--- src/rtl/psum_accumulator.sv ---
// Accumulates NUM_TILES signed partial sums from a PE into one saturated
// output activation, handed off over a valid/ready handshake.
module psum_accumulator #(
    parameter int IN_BITWIDTH  = 16,
    parameter int ACC_BITWIDTH = 24,
    parameter int NUM_TILES    = 4
) (
    input  logic                             clock,
    input  logic                             reset,
    input  logic                             in_valid,
    output logic                             in_ready,
    input  logic [IN_BITWIDTH-1:0]           in_data,
    output logic                             out_valid,
    input  logic                             out_ready,
    output logic [ACC_BITWIDTH-1:0]          out_data,
    output logic                             out_saturated,
    output logic [$clog2(NUM_TILES+1)-1:0]   tile_count
);

    localparam int CW = $clog2(NUM_TILES + 1);
    localparam int AW = ACC_BITWIDTH;

    localparam logic [AW-1:0] ACC_MAX = {1'b0, {(AW-1){1'b1}}};
    localparam logic [AW-1:0] ACC_MIN = {1'b1, {(AW-1){1'b0}}};

    typedef enum logic [1:0] {
        IDLE  = 2'd0,
        ACCUM = 2'd1,
        HOLD  = 2'd2
    } state_t;

    state_t          state;
    logic [AW-1:0]   acc;
    logic            sat;
    logic [CW-1:0]   count;

    logic [AW-1:0]   ext;
    logic [AW:0]     sum;
    logic            clamp;
    logic [AW-1:0]   sum_sat;

    assign ext = AW'($signed(in_data));
    assign sum = {acc[AW-1], acc} + {ext[AW-1], ext};

    // One extra bit exposes overflow: top two bits disagree.
    assign clamp   = sum[AW] ^ sum[AW-1];
    assign sum_sat = clamp ? (sum[AW] ? ACC_MIN : ACC_MAX) : sum[AW-1:0];

    always_ff @(posedge clock) begin
        if (reset) begin
            state <= IDLE;
            acc   <= '0;
            sat   <= 1'b0;
            count <= '0;
        end else begin
            unique case (state)
                IDLE: begin
                    if (in_valid) begin
                        acc   <= ext;
                        sat   <= 1'b0;
                        count <= CW'(1);
                        state <= (NUM_TILES == 1) ? HOLD : ACCUM;
                    end
                end
                ACCUM: begin
                    if (in_valid) begin
                        acc   <= sum_sat;
                        sat   <= sat | clamp;
                        count <= count + CW'(1);
                        if (count == CW'(NUM_TILES - 1)) begin
                            state <= HOLD;
                        end
                    end
                end
                HOLD: begin
                    if (out_ready) begin
                        state <= IDLE;
                        acc   <= '0;
                        count <= '0;
                    end
                end
                default: state <= IDLE;
            endcase
        end
    end

    assign in_ready      = (state != HOLD);
    assign out_valid     = (state == HOLD);
    assign out_data      = acc;
    assign out_saturated = sat;
    assign tile_count    = count;

endmodule
--- config.mk ---
export PLATFORM = sky130hd
export DESIGN_NAME = psum_accumulator
export DESIGN_NICKNAME = d
export VERILOG_FILES = /design/src/rtl/psum_accumulator.sv
export SDC_FILE = /design/constraint.sdc
export NUM_CORES = 1
export LEC_CHECK = 0
export CORE_UTILIZATION = 30
export DETAILED_ROUTE_END_ITERATION = 8
export SYNTH_ARGS = -nofsm -noshare
export SYNTH_HDL_FRONTEND = slang
export SYNTH_SLANG_ARGS = --single-unit
export TNS_END_PERCENT = 100
--- constraint.sdc ---
create_clock -name clock -period 4.7 [get_ports clock]
set_input_delay 1.41 -clock clock [delete_from_list [all_inputs] [get_ports clock]]
set_output_delay 1.41 -clock clock [all_outputs]
set_load 0.01 [all_outputs]
# --- Word-level counts from Yosys, hierarchy flattened ---
# Cells that the tools add are included.
op_classes:
  add_sub_neg: 2
  n_eq_ne: 8
  mux: 18
  reduce_logical: 6
  bitwise: 2
ops:
  columns: ["operator", "count"]
  rows:
  - ["24-bit two-way mux", 5]
  - ["24-bit case mux with 3 select lines", 1]
  - ["24-bit by 16-bit adder with 25-bit output", 1]
  - ["3-bit two-way mux", 3]
  - ["3-bit case mux with 3 select lines", 1]
  - ["2-bit two-way mux", 4]
  - ["2-bit != test, second input constant", 4]
  - ["4-bit AND reduction", 2]
  - ["2-bit case mux with 3 select lines", 1]
  - ["3-bit by 1-bit adder with 3-bit output, second input constant", 1]
  - ["3-bit by 2-bit == test with 1-bit output, second input constant", 1]
  - ["3-bit AND reduction", 1]
  - ["3-bit nonzero test", 1]
  - ["2-bit by 1-bit == test with 1-bit output, second input constant", 1]
  - ["2-bit == test, second input constant", 1]
  - ["2-bit logical NOT", 1]
  - ["1-bit two-way mux", 2]
  - ["2-bit by 1-bit != test with 1-bit output, second input constant", 1]
  - ["1-bit case mux with 2 select lines", 1]
  - ["2-bit nonzero test", 1]
  - ["1-bit OR", 1]
  - ["1-bit bitwise XOR", 1]
totals:
  inputBits: 20
  reg_bits: 30
  output_inout_bits: 30

# --- Longest topological paths before layout ---
# Gate-level depths: netlist of the first run.
depth:
  word_depth: 5
  depth_mapped: 12
  ltp_nobuf: 11

# --- Worst setup path before layout of the first run ---
# Ideal clock, no wire load.
synth_timing:
  path_type: "input to register"
  start: "input port in_data[0]"
  end: "register sat (netlist: out_saturated)"
  path_stages: 12
  n_path_buf: 1
  t_arrival_ns: 3.809
  setup_slack_ns: 0.802
  t_required_ns: 4.612
  path_cell_list: "ha_1 inv_1 fa_1 nand2b_1 a21oi_1 o21ai_0 or3_4 a31oi_4 xor2_4 buf_6 a21oi_2 a311oi_2"
synth_via:
  elab_chain_len: 5
synth_lines:
  columns: ["element", "line_no", "source"]
  rows:
  - ["from (decl)", "12", "input logic [IN_BITWIDTH-1:0] in_data,"]
  - ["24-bit by 16-bit adder with 25-bit output", "43", "assign sum = {acc[AW-1], acc} + {ext[AW-1], ext};"]
  - ["1-bit bitwise XOR", "46", "assign clamp = sum[AW] ^ sum[AW-1];"]
  - ["1-bit OR", "68", "sat <= sat | clamp;"]
  - ["1-bit two-way mux", "66", "if (in_valid) begin"]
  - ["1-bit case mux with 2 select lines", "56", "unique case (state)"]
  - ["to (signal assigned)", "68", null]
  - ["to (decl)", "34", "logic sat;"]
# Every way passes these cells. The select of a mux whose other input is x is not followed.
# A chain may end at the register's enable or synchronous reset.

# --- Final worst setup path of the first run ---
layout_timing:
  start: "input port in_data[0]"
  end: "register acc[13] (netlist: out_data[13])"
layout_via:
  elab_chain_len: 5
  word_cells_on_any_way: 6
  cone_classes: "add/sub (1); mux (4); bitwise (1)"
layout_lines:
  columns: ["element", "line_no", "source"]
  rows:
  - ["24-bit by 16-bit adder with 25-bit output (*)", "43", null]
  - ["24-bit two-way mux / 1-bit bitwise XOR (equally long branches)", "47, 46", null]
  - ["24-bit two-way mux (*)", "47", "assign sum_sat = clamp ? (sum[AW] ? ACC_MIN : ACC_MAX) : sum[AW-1:0];"]
  - ["24-bit two-way mux (*)", "66", null]
  - ["24-bit case mux with 3 select lines (*)", "56", null]
  - ["to (signal assigned)", "59", "acc <= ext;"]
  - ["to (signal assigned)", "67", "acc <= sum_sat;"]
  - ["to (decl)", "33", "logic [AW-1:0] acc;"]
# Mark *: on every way between the ends. The rest lies on a longest branch, timed or not. The select of a mux whose other input is x is not followed.

==> run summary, run 1 <==
row count -> 35
Setup CP Type -> input port to flip-flop
CTS buffer count -> 5
period utilization -> 0.912
number of global-route vias before repair -> 2907
first drt pass iteration count -> 4
LEAKAGE -> 1.45 nW
Antenna Nets Post-Route -> 0
crit path capture type -> flip-flop
initial drt markers -> 117
dpl ws -> 0.141 ns
DP Cell Count -> 549
CTS root buf -> clkbuf_8
Slew Limit Headroom -> 0.595
die height -> 99.5 microns
Fin. Hold Viols -> 0
Req. time, crit path -> 4.90 ns
die width -> 99.5 microns
EDFF count, synth -> 0
Global Route Usage Sum -> 0.175
pin count of the biggest net entering global routing -> 35
# DRC -> 0
Filler Cells Inserted -> 948
Post-DP HPWL -> 6230 microns
first-pass GRT wire length -> 13900 microns
pins over their slew limit -> 0
WL final -> 8250 microns
initial cell density of the core -> 0.308
path type of the worst min-delay path -> flip-flop to flip-flop
Mapped Avg Cell Area -> 7.66 sq um
# setup viols final -> 0
area delta synth->final -> 29.1%
Port Buffers -> 49
crit path time final -> 4.29 ns
cts hold-fix bufs -> 0
CP Launch Type -> input port
pwr dens -> 368 nW/um^2
Layout Utilization -> 0.398
post_cts resized -> 0
global route total overflow -> 0
setup TNS -> 0 ns
maximum capacitance violations -> 0
Die ar. -> 9890 sq um
Antenna Cells -> 0
Total Nets Final -> 479
clk buf depth -> 2
I/O pins -> 50
Post-CTS Setup Inserts -> 0
status -> complete, no violations
final worst setup slack -> 0.412 ns
flops & latches, synth -> 30
total core area -> 9240 sq um
RSZ-0062 raised after global routing -> false
post-route total power -> 1.35 mW
WP data arrival -> 4.48 ns
syn nets -> 424
TritonCTS clock tree -> built
fmax -> 233 MHz
async set-or-reset flop fraction in the synthesized netlist -> 0
most common flop cell mapped by yosys -> dfxtp_1
worst-path maximum fanout -> 8
clock sinks -> 30
initial antenna violation count -> 0
worst skew pair latency -> 0.29 ns
final non-filler cell total -> 557
Post-Syn Area -> 2850 sq um
smallest hold slack -> 0.482 ns
Finished Cell Area -> 3680 sq um
fraction of layout cells with a size suffix above 1 -> 0.0935
Vias -> 2957
Syn Inst Count -> 372
gpl congestion -> 0.901
H-tree depth -> 2
placed inst area -> 3540 sq um
Fin Clk Skew -> 0.00399 ns
Synth Warn # -> 0
peak supply drop -> 0.000182 V
Worst-Margin Slew -> 0.605 ns
sequential share of the synthesized area -> 0.211
wire per inst -> 14.8 microns
Yosys cell types -> 57
clock slew at reported path FFs -> 0.08 ns
vias per cell -> 5.31
critical path: stages:
cell	delay, ns
clkdlybuf4s50_1	0.48
ha_1	0.20
inv_1	0.06
fa_1	0.39
nand2b_1	0.17
a21oi_1	0.18
o21ai_0	0.16
or3_4	0.37
a31oi_4	0.24
xor2_4	0.23
buf_4	0.20
o21ai_0	0.10
a311oi_1	0.28
sequential cells by signal, summed over array words and instances (netlist names):
signal         count
state              2
out_saturated      1
tile_count         3
out_data          24
metal layers:
metal  global-route usage  part of all wire  vias up  wire length [microns]
met5                    0                 0        -                      0
met4               0.0543             0.012        0                     99
met3               0.0330             0.046       13                    378
met2                0.289              0.46       77                   3790
met1                0.230              0.48     1392                   3980
li1                     -                 -     1475                      -
Yosys cell counts, types with 9 or more instances:
cell | number | area, sq um
o21ai_0 | 23 | 115
ha_1 | 31 | 388
nor2_1 | 44 | 165
nand2_1 | 29 | 109
a311oi_1 | 9 | 78.8
nand2b_1 | 11 | 68.8
nand3_1 | 9 | 45.0
nor3_1 | 12 | 60.1
a21oi_1 | 31 | 155
nor4_1 | 13 | 81.3
inv_1 | 16 | 60.1
dfxtp_1 | 30 | 601
xnor2_1 | 11 | 96.3
layout by cell type (no fill, tap or decap), drive strengths merged, types with 2 or more instances in the layout:
cell type,n
a311oi,10
xnor2,11
clkbuf,6
nor2b,8
xor2,9
a41o,2
bufinv,2
o21a,5
a21oi,33
and2,2
nor3,12
nor4,15
nand3,9
clkdlybuf4s50,49
or3,2
nand4,3
a31oi,4
dfxtp,30
or2,2
nand3b,3
nand2b,11
nor2,44
o21bai,5
o22ai,3
a21o,2
and3,2
nand2,31
a211oi,9
ha,31
buf,14
o211ai,6
inv,16
o21ai,24
final timing paths:
path	cells past startpoint	start	to	slack, ns
setup / recovery	13	in_data[0]	out_data[13]	0.41
hold / removal	2	tile_count[1]	tile_count[1]	0.48
setup reg to reg	12	out_data[0]	out_data[13]	1.62
hold reg to reg	2	tile_count[1]	tile_count[1]	0.48
kinds of logic (layout without fill, tap and decap cells):
family / count (synthesis) / in the layout / share of synthesized area
xor gates and xnor gates: 20 / 20 / 0.0680
buffers and inverters: 31 / 87 / 0.0509
AOI/OAI and AO/OA: 112 / 112 / 0.264
DFF: 30 / 30 / 0.211
and+or+nand+nor: 146 / 146 / 0.259
adders and majority gates: 32 / 32 / 0.143
muxes: 1 / 1 / 0.00351
power by group:
part | switching, mW | total (mW) | internal, mW
Combinational | 0.378 | 0.683 | 0.305
Clock | 0.120 | 0.347 | 0.226
Sequential | 0.0332 | 0.325 | 0.292
cell type report:
type / count / area [sq um] / area share
Clock buffer: 6 / 82.6 / 0.0224
Clock inverter: 2 / 60.1 / 0.0163
Inverter: 16 / 60.1 / 0.0163
Multi-Input combinational cell: 311 / 2110 / 0.573
Sequential cell: 30 / 601 / 0.163
Tap cell: 129 / 161 / 0.0439
Timing Repair Buffer: 63 / 608 / 0.165
(Power assumes the default switching activity.)
==> run 2, diff against run 1 <==
==> constraint.sdc (replaced) <==
create_clock -name clock -period 5.16 [get_ports clock]
set_input_delay 1.548 -clock clock [delete_from_list [all_inputs] [get_ports clock]]
set_output_delay 1.548 -clock clock [all_outputs]
set_load 0.01 [all_outputs]
==> run summary, run 2 (same netlist as run 1, synthesis figures left out) <==
first drt pass iteration count -> 6 (was 4)
Slew Limit Headroom -> 0.337 (was 0.595)
maximum capacitance violations -> 0 (unchanged)
Antenna Cells -> 0 (unchanged)
global route total overflow -> 0 (unchanged)
die width -> 99.5 microns (unchanged)
gpl congestion -> 0.934 (was 0.901)
initial antenna violation count -> 0 (unchanged)
Fin Clk Skew -> 0.00850 ns (was 0.00399 ns)
most common cell after layout, fill and taps aside -> clkdlybuf4s50_1 (unchanged)
Fin. Hold Viols -> 0 (unchanged)
Pint -> 0.647 mW (was 0.823 mW)
Port Buffers -> 49 (unchanged)
setup TNS -> 0 ns (unchanged)
pins over their slew limit -> 0 (unchanged)
placed inst area -> 3490 sq um (was 3540 sq um)
pwr dens -> 312 nW/um^2 (was 368 nW/um^2)
row count -> 35 (unchanged)
Req. time, crit path -> 5.33 ns (was 4.90 ns)
status -> complete, no violations (unchanged)
crit path time final -> 4.48 ns
critical path's largest stage delay -> 0.48 ns (about the same)
Global Route Usage Sum -> 0.168 (was 0.175)
Post-DP HPWL -> 6030 microns (was 6230 microns)
crit path capture type -> flip-flop (unchanged)
wire per inst -> 14.5 microns (was 14.8 microns)
Die ar. -> 9890 sq um (unchanged)
fraction of layout cells with a size suffix above 1 -> 0.0806 (was 0.0935)
Total Nets Final -> 473 (was 479)
Setup CP Type -> input port to flip-flop (unchanged)
Antenna Nets Post-Route -> 0 (unchanged)
TritonCTS clock tree -> built (unchanged)
CP Cell Sequence -> clkdlybuf4s50_1 > ha_1 > inv_1 > fa_1 > nand2b_1 > a21oi_1 > o21ai_0 > or3_4 > a31oi_4 > xor2_4 > buf_12 > o21ai_0 > a311oi_1 (was clkdlybuf4s50_1 > ha_1 > inv_1 > fa_1 > nand2b_1 > a21oi_1 > o21ai_0 > or3_4 > a31oi_4 > xor2_4 > buf_4 > o21ai_0 > a311oi_1)
area delta synth->final -> 25.9% (was 29.1%)
LEAKAGE -> 1.40 nW (was 1.45 nW)
# DRC -> 0 (unchanged)
initial drt markers -> 150 (was 117)
Worst-Margin Slew -> 0.991 ns (was 0.605 ns)
CP Buf/Inv Count -> 3 (unchanged)
I/O pins -> 50 (unchanged)
period utilization -> 0.868
H-tree depth -> 2 (unchanged)
WL final -> 7980 microns (was 8250 microns)
Post-CTS Setup Inserts -> 0 (unchanged)
max reg flops -> 24 (unchanged)
Crit path max-delay family -> compound AO/OA/AOI/OAI gates (unchanged)
Layout Utilization -> 0.388 (was 0.398)
RSZ-0062 raised after global routing -> false (unchanged)
clock sinks -> 30 (unchanged)
Slowest cell on crit path -> clkdlybuf4s50_1 (unchanged)
# setup viols final -> 0 (unchanged)
vias per cell -> 5.22 (was 5.31)
cts hold-fix bufs -> 0 (unchanged)
initial cell density of the core -> 0.308 (unchanged)
post_cts resized -> 0 (unchanged)
Filler Cells Inserted -> 985 (was 948)
commonest cells after routing, fill and taps aside -> clkdlybuf4s50_1 (49), nor2_1 (43), a21oi_1 (31), ha_1 (31), dfxtp_1 (30) (unchanged)
Comb pwr share -> 0.551 (was 0.504)
clk buf depth -> 2 (unchanged)
CP Launch Type -> input port (unchanged)
Finished Cell Area -> 3590 sq um (was 3680 sq um)
sequential power share -> 0.264 (was 0.240)
path type of the worst min-delay path -> flip-flop to flip-flop (unchanged)
Vias -> 2875 (was 2957)
WP data arrival -> 4.65 ns (was 4.48 ns)
switch share -> 0.421 (was 0.392)
clock slew at reported path FFs -> 0.08 ns (about the same)
Net Switching -> 0.471 mW (was 0.531 mW)
worst skew pair latency -> 0.29 ns (about the same)
clock power share -> 0.185 (was 0.256)
first-pass GRT wire length -> 13400 microns (was 13900 microns)
fmax -> 223 MHz
Most Frequent Cell on Critical Path -> o21ai_0 (unchanged)
number of global-route vias before repair -> 2798 (was 2907)
CTS buffer count -> 5 (unchanged)
CTS root buf -> clkbuf_8 (unchanged)
total core area -> 9240 sq um (unchanged)
worst-path maximum fanout -> 19 (was 8)
pin count of the biggest net entering global routing -> 35 (unchanged)
die height -> 99.5 microns (unchanged)
peak supply drop -> 0.000152 V (was 0.000182 V)
run 2: stage by stage:
step           setup WS (ns)  power (mW)  instances  hold slack (ns)
2_1_floorplan           1.12       0.719        372            0.491
4_1_cts                0.696        1.12        551            0.483
6_report               0.680        1.12        551            0.477
5_1_grt                0.494        1.20        551            0.531
3_3_place_gp           0.473       0.907        543            0.468
3_5_place_dp           0.415       0.910        543            0.470
run 2: routing by layer:
metal | part of all wire | track usage
met5 | 0 | 0
met4 | 0.0089 | 0.0328
met3 | 0.041 | 0.0358
met2 | 0.44 | 0.277
met1 | 0.51 | 0.228
run 2: worst paths after layout:
kind	startpoint	to	slack, ns	cells after the start
worst max-delay path	in_data[0]	out_data[9]	0.68	13
worst min-delay path	tile_count[1]	tile_count[1]	0.48	2
worst max register to register	out_data[0]	out_data[9]	2.04	12
worst min register to register	tile_count[1]	tile_count[1]	0.48	2
run 2: cell type report:
class                           instances  area, sq um  share of cell area
Inverter                               16         60.1              0.0167
Clock buffer                            6         82.6              0.0230
Multi-Input combinational cell        311         2110               0.587
Timing Repair Buffer                   57          563               0.157
Tap cell                              129          161              0.0450
Sequential cell                        30          601               0.167
Clock inverter                          2         12.5             0.00349
run 2: worst min-delay path, stage by stage (launching register included):
cell	delay, ns
dfxtp_1	0.33
nand2_1	0.06
a21oi_1	0.05
run 2: power groups by stage:
stage | clock network (mW) | logic [mW] | registers, mW
2_1_floorplan | 0 | 0.410 | 0.310
5_1_grt | 0.222 | 0.680 | 0.301
3_3_place_gp | 0 | 0.606 | 0.300
6_report | 0.206 | 0.616 | 0.296
4_1_cts | 0.214 | 0.613 | 0.296
3_5_place_dp | 0 | 0.609 | 0.301
